$ cat config.mk
export PLATFORM = sky130hd
export DESIGN_NAME = regfile_2r1w
export DESIGN_NICKNAME = d
export VERILOG_FILES = /design/src/rtl/regfile_pkg.sv /design/src/rtl/rf_read_port.sv /design/src/rtl/regfile_2r1w.sv
export SDC_FILE = /design/constraint.sdc
export NUM_CORES = 1
export LEC_CHECK = 0
export ABC_CLOCK_PERIOD_IN_PS = 2300
export BUFFER_PORTS_ARGS = -buffer_cell sky130_fd_sc_hd__buf_4
export CELL_PAD_IN_SITES_DETAIL_PLACEMENT = 1
export CELL_PAD_IN_SITES_GLOBAL_PLACEMENT = 1
export CORE_UTILIZATION = 49
export DETAILED_ROUTE_END_ITERATION = 16
export PLACE_DENSITY = 0.91
export SYNTH_ARGS = -nofsm -noshare
export SYNTH_HDL_FRONTEND = slang
export SYNTH_SLANG_ARGS = --single-unit
$ cat constraint.sdc
create_clock -name clk -period 2.3 [get_ports clk]
set_input_delay 0.115 -clock clk [delete_from_list [all_inputs] [get_ports clk]]
set_output_delay 0.115 -clock clk [all_outputs]
set_load 0.05 [all_outputs]
$ cat src/rtl/regfile_pkg.sv
// Shared defaults and helpers for the 2-read/1-write register file.
package regfile_pkg;

    localparam int unsigned RF_DATA_W     = 16;
    localparam int unsigned RF_ADDR_W     = 3;
    // Upper bound on address width supported by the one-hot decoder.
    localparam int unsigned RF_MAX_ADDR_W = 8;
    localparam int unsigned RF_MAX_NREGS  = 1 << RF_MAX_ADDR_W;

    // One-hot write decode; callers keep the low NREGS bits.
    function automatic logic [RF_MAX_NREGS-1:0] rf_onehot(input logic [RF_MAX_ADDR_W-1:0] addr);
        rf_onehot = RF_MAX_NREGS'(1) << addr;
    endfunction

endpackage

$ cat src/rtl/rf_read_port.sv
// One registered read port: NREGS:1 mux, optional write bypass, output register.
module rf_read_port
    import regfile_pkg::*;
#(
    parameter int unsigned DATA_W = RF_DATA_W,
    parameter int unsigned ADDR_W = RF_ADDR_W,
    parameter int unsigned NREGS  = 2 ** ADDR_W,
    parameter int unsigned BYPASS = 1
) (
    input  logic                         clk,
    input  logic                         reset,
    input  logic [NREGS-1:0][DATA_W-1:0] regs,
    input  logic [ADDR_W-1:0]            readnum,
    input  logic                         write,
    input  logic [ADDR_W-1:0]            writenum,
    input  logic [DATA_W-1:0]            data_in,
    output logic [DATA_W-1:0]            data_out
);

    logic [DATA_W-1:0] rd_c;
    logic              hit_c;
    logic [DATA_W-1:0] next_c;

    // Array read plus same-cycle write forwarding when bypass is enabled.
    always_comb begin
        rd_c   = regs[readnum];
        hit_c  = write && (writenum == readnum);
        next_c = rd_c;
        if ((BYPASS != 0) && hit_c) begin
            next_c = data_in;
        end
    end

    always_ff @(posedge clk) begin
        if (reset) begin
            data_out <= '0;
        end else begin
            data_out <= next_c;
        end
    end

endmodule

$ cat src/rtl/regfile_2r1w.sv
// Parametrised register file: one write port, two registered read ports, written bitmap.
module regfile_2r1w
    import regfile_pkg::*;
#(
    parameter int unsigned DATA_W = RF_DATA_W,
    parameter int unsigned ADDR_W = RF_ADDR_W,
    parameter int unsigned NREGS  = 2 ** ADDR_W,
    parameter int unsigned BYPASS = 1
) (
    input  logic              clk,
    input  logic              reset,
    input  logic [DATA_W-1:0] data_in,
    input  logic [ADDR_W-1:0] writenum,
    input  logic              write,
    input  logic [ADDR_W-1:0] readnum_a,
    input  logic [ADDR_W-1:0] readnum_b,
    output logic [DATA_W-1:0] data_out_a,
    output logic [DATA_W-1:0] data_out_b,
    output logic [NREGS-1:0]  written
);

    logic [NREGS-1:0][DATA_W-1:0] regs;
    logic [NREGS-1:0]             wr_onehot_c;

    always_comb begin
        wr_onehot_c = NREGS'(rf_onehot(RF_MAX_ADDR_W'(writenum)));
    end

    // Storage and sticky written flags; reset wins over a coincident write.
    always_ff @(posedge clk) begin
        if (reset) begin
            regs    <= '0;
            written <= '0;
        end else if (write) begin
            for (int unsigned i = 0; i < NREGS; i++) begin
                if (wr_onehot_c[i]) begin
                    regs[i] <= data_in;
                end
            end
            written <= written | wr_onehot_c;
        end
    end

    rf_read_port #(
        .DATA_W (DATA_W),
        .ADDR_W (ADDR_W),
        .NREGS  (NREGS),
        .BYPASS (BYPASS)
    ) u_port_a (
        .clk      (clk),
        .reset    (reset),
        .regs     (regs),
        .readnum  (readnum_a),
        .write    (write),
        .writenum (writenum),
        .data_in  (data_in),
        .data_out (data_out_a)
    );

    rf_read_port #(
        .DATA_W (DATA_W),
        .ADDR_W (ADDR_W),
        .NREGS  (NREGS),
        .BYPASS (BYPASS)
    ) u_port_b (
        .clk      (clk),
        .reset    (reset),
        .regs     (regs),
        .readnum  (readnum_b),
        .write    (write),
        .writenum (writenum),
        .data_in  (data_in),
        .data_out (data_out_b)
    );

endmodule

; After elaboration in Yosys (flattened, before gate mapping)
; Cells that the tools add are included.
[classes]
mux = 6
shift = 1
eq_ne = 2
n_lt_le_gt_ge = 2
n_bitwise = 1
reduce_logical = 10
[op_table]
columns = operator, count
row1 = binary-select mux 16 bit (select 3 bit), 2
row2 = two-way mux 16 bit, 4
row3 = AND reduction 2 bit, 8
row4 = less-than comparator 3 x 4 -> 1 bit (second input constant), 2
row5 = bitwise OR 8 bit, 1
row6 = << shifter 1 x 3 -> 8 bit (first input constant), 1
row7 = == test 3 bit, 2
row8 = logical AND 1 bit, 2
[totals]
output_inout_bits = 40
elab_cells = 33
ff_bits = 168

; Depth between registers and ports, before layout
; Gate-level depths: netlist of run 1.
[logic_depth]
word_depth = 3
ltp_mapped = 7
depth_no_buf = 4

; Modules after synthesis
; Synthesis of run 1 repeated with hierarchy kept, for this count alone.
[unflattened]
cells_unflattened = 786
area_unflattened_um2 = 8503.2
[by_module_without_submodules]
columns = mod, area_per_inst_um2, cells_per_inst, instances
row1 = regfile_2r1w, 5350.1, 486, 1
row2 = rf_read_port, 1576.5, 150, 2

; Least setup slack after synthesis of run 1
; No wires, ideal clock.
[synth_timing]
kind = in2reg
startpoint = in readnum_b[0]
endpoint = reg u_port_b.data_out[7]
arrival_time_ps = 1200
path_slack_ps = 968
setup_time_ps = 132
stages = 4
path_cell_list = buf_2 > mux4_2 > a211oi_1 > nor3_1
[synth_between]
elab_chain_cells = 3
word_cells_on_any_way = 5
classes_between = 1 x eq/ne / 3 x mux / 1 x reduce/logical
[synth_lines]
columns = element, line
row1 = "start, declared", regfile_2r1w.sv:16  ; input logic [ADDR_W-1:0] readnum_b,
row2 = binary-select mux 16 bit (select 3 bit) or == test 3 bit (tied branches), "rf_read_port.sv:26, rf_read_port.sv:27"
row3 = two-way mux 16 bit (implied by the code) or logical AND 1 bit (tied branches), "rf_read_port.sv:26, rf_read_port.sv:27"
row4 = two-way mux 16 bit (*), rf_read_port.sv:29  ; if ((BYPASS != 0) && hit_c) begin
row5 = "end signal, assigned", rf_read_port.sv:38  ; data_out <= next_c;
row6 = "end, declared", rf_read_port.sv:17  ; output logic [DATA_W-1:0] data_out
; Mark *: on every way between the ends. The rest lies on a longest branch, timed or not. The select of a mux whose other input is x is not followed.
; A chain may end at the register's enable or synchronous reset.

; Worst setup path after layout of run 1
[layout_timing]
startpoint = reg regs[106] (netlist name)
endpoint = reg u_port_b.data_out[10]
[layout_between]
elab_chain_cells = 3
[layout_lines]
columns = element, line
row1 = "start, declared", regfile_2r1w.sv:22  ; logic [NREGS-1:0][DATA_W-1:0] regs;
row2 = "start signal, assigned by index", regfile_2r1w.sv:37  ; regs[i] <= data_in;
row3 = binary-select mux 16 bit (select 3 bit), rf_read_port.sv:26  ; rd_c = regs[readnum];
row4 = two-way mux 16 bit (implied by the code), rf_read_port.sv:26
row5 = two-way mux 16 bit, rf_read_port.sv:29
; No other way between the ends. The select of a mux whose other input is x is not followed.

==> results of run 1 <==
-- cell usage after synthesis, drive strengths merged --
master	count	area, µm²
a211oi	32	240
and4	2	17.5
mux4	34	803
o22ai	30	188
or2	2	12.5
dlygate4sd1	1	8.76
nand2b	5	33.8
nand2	261	980
dfxtp	168	3360
a21oi	128	641
nand3	4	20.0
nand4	3	18.8
xnor2	6	52.6
nor3	32	183
clkbuf	39	249
mux2i	62	621
buf	46	354
nor2b	3	18.8
nor2	55	221
-- tightest hold or removal path, cell delays in order --
cell     delay [ns]
buf_4          0.16
nand2_1        0.08
a21oi_1        0.05
-- power breakdown --
part / total, µW / switching [µW] / internal, µW
registers: 3040 / 59.3 / 2980
logic: 801 / 529 / 272
clock network: 3100 / 1220 / 1880
-- stage by stage --
stage / hold WS [ns] / setup WS, ns / std cells
5_1_grt: 0.0161 / 0.829 / 1194
3_5_place_dp: 0.438 / 0.573 / 1147
3_3_place_gp: 0.426 / 0.678 / 1147
4_1_cts: 0.00272 / 0.841 / 1194
6_report: 0.0120 / 0.837 / 1194
2_1_floorplan: 0.372 / 0.968 / 913
-- sequential cells by signal, indices dropped and copies added, names as in the netlist --
register	cells
regs	128
u_port_a.data_out	16
written	8
u_port_b.data_out	16
-- metal layers --
| metal | vias up | GRT usage |
|---|---|---|
| met3 | 215 | 0.0910 |
| met2 | 563 | 0.607 |
| li1 | 3272 | - |
| met5 | - | 0 |
| met4 | 0 | 0.287 |
| met1 | 3809 | 0.428 |
-- final cells by class --
cell class	count	area, µm²	area share
well taps	216	270	0.0290
flip-flops and latches	168	3360	0.361
repair buffers	119	993	0.107
multi-input cells	659	4050	0.435
clock inverters	10	169	0.0181
clock buffers	22	464	0.0499
-- kinds of logic after synthesis --
logic type,Yosys count,share of synthesized area
AO/OA/AOI/OAI,190,0.133
XOR/XNOR,6,0.00655
buffers and inverters,86,0.0762
flip-flops,168,0.419
multiplexers,96,0.177
AND/OR/NAND/NOR,367,0.188
-- path summary, 6_finish.rpt --
| kind | to |
|---|---|
| max | u_port_b.data_out[10] |
| min | regs[2] |
| max reg2reg | u_port_b.data_out[10] |
| min reg2reg | written[4] |
==> flow_metrics.env, run 1 <==
export IMPL_outcome="completed"
export IMPL_utilization=0.584
export IMPL_grt_setup_unrepaired="false"
export IMPL_seq_area_frac_synth=0.419
export IMPL_period_share=0.636
export IMPL_drive_gt1_frac=0.171
export IMPL_mostFrequentLayoutCell="nand2_1"
export IMPL_hold_path_class="in -> reg"
export IMPL_core_um2=15900
export IMPL_wl_met3_um=2700
export IMPL_overflow=0
export IMPL_maxCapViolations=0
export IMPL_min_path_cells=3
export IMPL_start_kind="flop"
export IMPL_r2r_start="regs[106]"
export IMPL_hold_violations=0
export IMPL_cp_end_kind="flop"
export IMPL_post_cts_buffers=0
export IMPL_ys_warn_count=0
export IMPL_layout_area_overhead_vs_synth_pct=16.0
export IMPL_crit_slowest_cell="mux4_2"
export IMPL_finalSetupViolations=0
export IMPL_drc=0
export IMPL_grt_pass1_vias=8020
export IMPL_worst_setup_path_type="reg -> reg"
export IMPL_crit_path_max_fanout=3
export IMPL_initial_core_util=0.503
export IMPL_grt_max_degree=51
export IMPL_crit_buf_inv=0
export IMPL_reg2regPathDepth=3
export IMPL_clk_pin_slew_worst_paths_ns=0.06
export IMPL_num_fill_cells=1842
export IMPL_path_cells="mux4_2 > a211oi_1 > nor3_1"
export IMPL_diodes=0
export IMPL_ys_types=30
export IMPL_r2r_slack_ns=0.84
export IMPL_drv_slew=0
export IMPL_p_leak_uw=0.00342
export IMPL_tightest_slew_ns=0.593
export IMPL_finalClockSkew_ns=0.00705
export IMPL_cts_buffers=17
export IMPL_track_usage=0.374
export IMPL_top_layer="met4"
export IMPL_cts_tree="done"
export IMPL_layout_nets=993
export IMPL_crit_arrival_ns=1.77
export IMPL_clock_sinks=168
export IMPL_die_height_um=130
export IMPL_cts_root_buffer="clkbuf_16"
export IMPL_fin_setup_tns_ns=0
export IMPL_ys_ff_latch=168
export IMPL_hold_start="data_in[2]"
export IMPL_grt_pass1_wl_um=45800
export IMPL_synth_area_um2=8030
export IMPL_wl_um=30200
export IMPL_cts_hold_buf=15
export IMPL_power_density_nw_per_um2=746
export IMPL_postRouteAntennaNets=0
export IMPL_htree_levels=4
export IMPL_critPathTopFamily="multiplexers"
export IMPL_avgSynthCellArea_um2=8.79
export IMPL_rows=46
export IMPL_finalPower_uw=6950
export IMPL_hpwl_um=18200
export IMPL_slowest_delay_ns=0.49
export IMPL_synth_nets=941
export IMPL_crit_cells=3
export IMPL_fmax_ghz=0.684
export IMPL_ir_worst_vdd_uv=694
export IMPL_cts_buffer_depth=2
export IMPL_gp_congestion=0.881
export IMPL_fin_area_um2=9310
export IMPL_clock_latency_ns=0.45
export IMPL_antenna_found_initial=0
export IMPL_syn_inst=913
export IMPL_final_cell_mix="nand2_1, dfxtp_1, a21oi_1, buf_4, mux2i_1"
export IMPL_vias=7859
export IMPL_cts_resized=0
export IMPL_via_per_inst=6.58
export IMPL_placed_area_um2=8530
export IMPL_detail_route_first_pass_iterations=5
export IMPL_drt_first_iter_violations=970
export IMPL_crit_required_ns=2.61
export IMPL_die_w_um=130
export IMPL_io_buffers=67
export IMPL_io_pins=68
export IMPL_dieArea_um2=16900
export IMPL_route_met2_wl_um=14500
export IMPL_detail_route_wl_per_cell_um=25.3
export IMPL_wl_met1_um=10800
export IMPL_period_needed_ns=1.46
export IMPL_startpoint="regs[106]"
export IMPL_maxSlewHeadroom=0.605
No activity file was read; power rests on OpenSTA's default activity.
==> run 2: changes to the inputs <==
--- a/config.mk
+++ b/config.mk
@@ -5,13 +5,13 @@
 export SDC_FILE = /design/constraint.sdc
 export NUM_CORES = 1
 export LEC_CHECK = 0
-export ABC_CLOCK_PERIOD_IN_PS = 2300
+export ABC_CLOCK_PERIOD_IN_PS = 1400
 export BUFFER_PORTS_ARGS = -buffer_cell sky130_fd_sc_hd__buf_4
 export CELL_PAD_IN_SITES_DETAIL_PLACEMENT = 1
 export CELL_PAD_IN_SITES_GLOBAL_PLACEMENT = 1
-export CORE_UTILIZATION = 49
+export CORE_UTILIZATION = 46
 export DETAILED_ROUTE_END_ITERATION = 16
-export PLACE_DENSITY = 0.91
+export PLACE_DENSITY = 0.86
 export SYNTH_ARGS = -nofsm -noshare
 export SYNTH_HDL_FRONTEND = slang
 export SYNTH_SLANG_ARGS = --single-unit
==> constraint.sdc (replaced) <==
create_clock -name clk -period 1.4 [get_ports clk]
set_input_delay 0.07 -clock clk [delete_from_list [all_inputs] [get_ports clk]]
set_output_delay 0.07 -clock clk [all_outputs]
set_load 0.05 [all_outputs]
==> flow_metrics.env, run 2 (synthesis gave the netlist of run 1 again) <==
export IMPL_hold_violations=0
export IMPL_period_needed_ns=1.37
export IMPL_clock_latency_ns=0.45
export IMPL_placed_area_um2=8930
export IMPL_grt_pass1_wl_um=47600
export IMPL_post_cts_buffers=0
export IMPL_largest_register_ffs=128
export IMPL_cts_buffer_depth=2
export IMPL_drive_gt1_frac=0.205
export IMPL_crit_arrival_ns=1.70
export IMPL_cts_buffers=17
export IMPL_hpwl_um=19100
export IMPL_track_usage=0.360
export IMPL_cts_root_buffer="clkbuf_16"
export IMPL_core_um2=16800
export IMPL_fmax_ghz=0.728
export IMPL_tightest_slew_ns=0.520
export IMPL_initial_core_util=0.477
export IMPL_diodes=0
export IMPL_rows=47
export IMPL_utilization=0.575
export IMPL_start_kind="flop"
export IMPL_finalSetupViolations=0
export IMPL_fin_area_um2=9670
export IMPL_cts_tree="done"
export IMPL_postRouteAntennaNets=0
export IMPL_top_regs="regs: 128 flops, u_port_a.data_out: 16 flops, u_port_b.data_out: 16 flops"
export IMPL_die_height_um=134
export IMPL_layout_nets=1030
export IMPL_period_share=0.981
export IMPL_maxSlewHeadroom=0.653
export IMPL_grt_max_degree=38
export IMPL_io_pins=68
export IMPL_io_buffers=67
export IMPL_crit_path_max_fanout=3
export IMPL_whs_ns=0.0374
export IMPL_die_w_um=134
export IMPL_drv_slew=0
export IMPL_finalClockSkew_ns=0.00991
export IMPL_cp_end_kind="flop"
export IMPL_detail_route_first_pass_iterations=5
export IMPL_grt_pass1_vias=8445
export IMPL_maxCapViolations=0
export IMPL_detail_route_wl_per_cell_um=25.6
export IMPL_worst_setup_path_type="reg -> reg"
export IMPL_power_density_nw_per_um2=1150
export IMPL_drc=0
export IMPL_ir_worst_vdd_uv=985
export IMPL_mostFrequentLayoutCell="nand2_1"
export IMPL_vias=7939
export IMPL_clk_pin_slew_worst_paths_ns=0.07
export IMPL_via_per_inst=6.43
export IMPL_wl_um=31600
export IMPL_crit_required_ns=1.72
export IMPL_gp_congestion=0.909
export IMPL_clock_sinks=168
export IMPL_drt_first_iter_violations=812
export IMPL_outcome="completed"
export IMPL_p_leak_uw=0.00363
export IMPL_hold_path_class="in -> reg"
export IMPL_dieArea_um2=18000
export IMPL_final_cell_mix="nand2_1, dfxtp_1, a21oi_1, buf_4, mux2i_1"
export IMPL_top_register="regs"
export IMPL_overflow=0
export IMPL_num_fill_cells=1985
export IMPL_htree_levels=4
export IMPL_antenna_found_initial=0
export IMPL_layout_area_overhead_vs_synth_pct=20.5
run 2: per-stage QoR:
step,setup slack (ns),total power [µW],setup TNS [ns],std cells
6_report,0.0269,11200,0,1235
5_1_grt,-0.0299,11400,-0.0354,1235
4_1_cts,0.0405,11100,0,1235
3_5_place_dp,-0.0923,6440,-0.689,1187
3_3_place_gp,-0.0587,6390,-0.254,1187
2_1_floorplan,0.113,5950,0,913
run 2: cell type report:
cell class | count | area (µm²) | area share
clock inverter | 12 | 114 | 0.0118
tap | 220 | 275 | 0.0285
clock buffer | 20 | 457 | 0.0472
sequential | 168 | 3360 | 0.348
timing repair buffer | 156 | 1400 | 0.145
multi-input combinational | 659 | 4070 | 0.420
run 2: timing repair:
action,4_1_cts,5_1_grt
resized for setup,0,3
endpoints found under the setup margin,0,3
hold endpoints to repair,146,0
hold buffers,16,0
run 2: critical path: stages, from the launching register on:
cell      delay (ns)
dfxtp_1         0.34
mux4_2          0.47
a211oi_1        0.34
nor3_1          0.10
run 2: worst paths after layout:
path,startpoint,end,slack [ns],cells past startpoint
hold reg to reg,regs[124],regs[124],0.48,2
hold / removal,reset,regs[100],0.04,2
setup / recovery,regs[97],u_port_b.data_out[1],0.03,3
setup reg to reg,regs[97],u_port_b.data_out[1],0.03,3
run 2: layer usage:
metal  GRT usage  vias up  wire, µm
met3      0.0756      178      2270
li1            -     3357         -
met2       0.597      479     15200
met1       0.393     3925     11800
met5           0        -         0
met4       0.308        0      2280
run 2: where the power goes:
group | switching (µW) | internal, µW | total (µW)
clock | 2160 | 2570 | 4730
combinational | 912 | 535 | 1450
sequential | 95.9 | 4900 | 5000
total | 3160 | 8010 | 11200
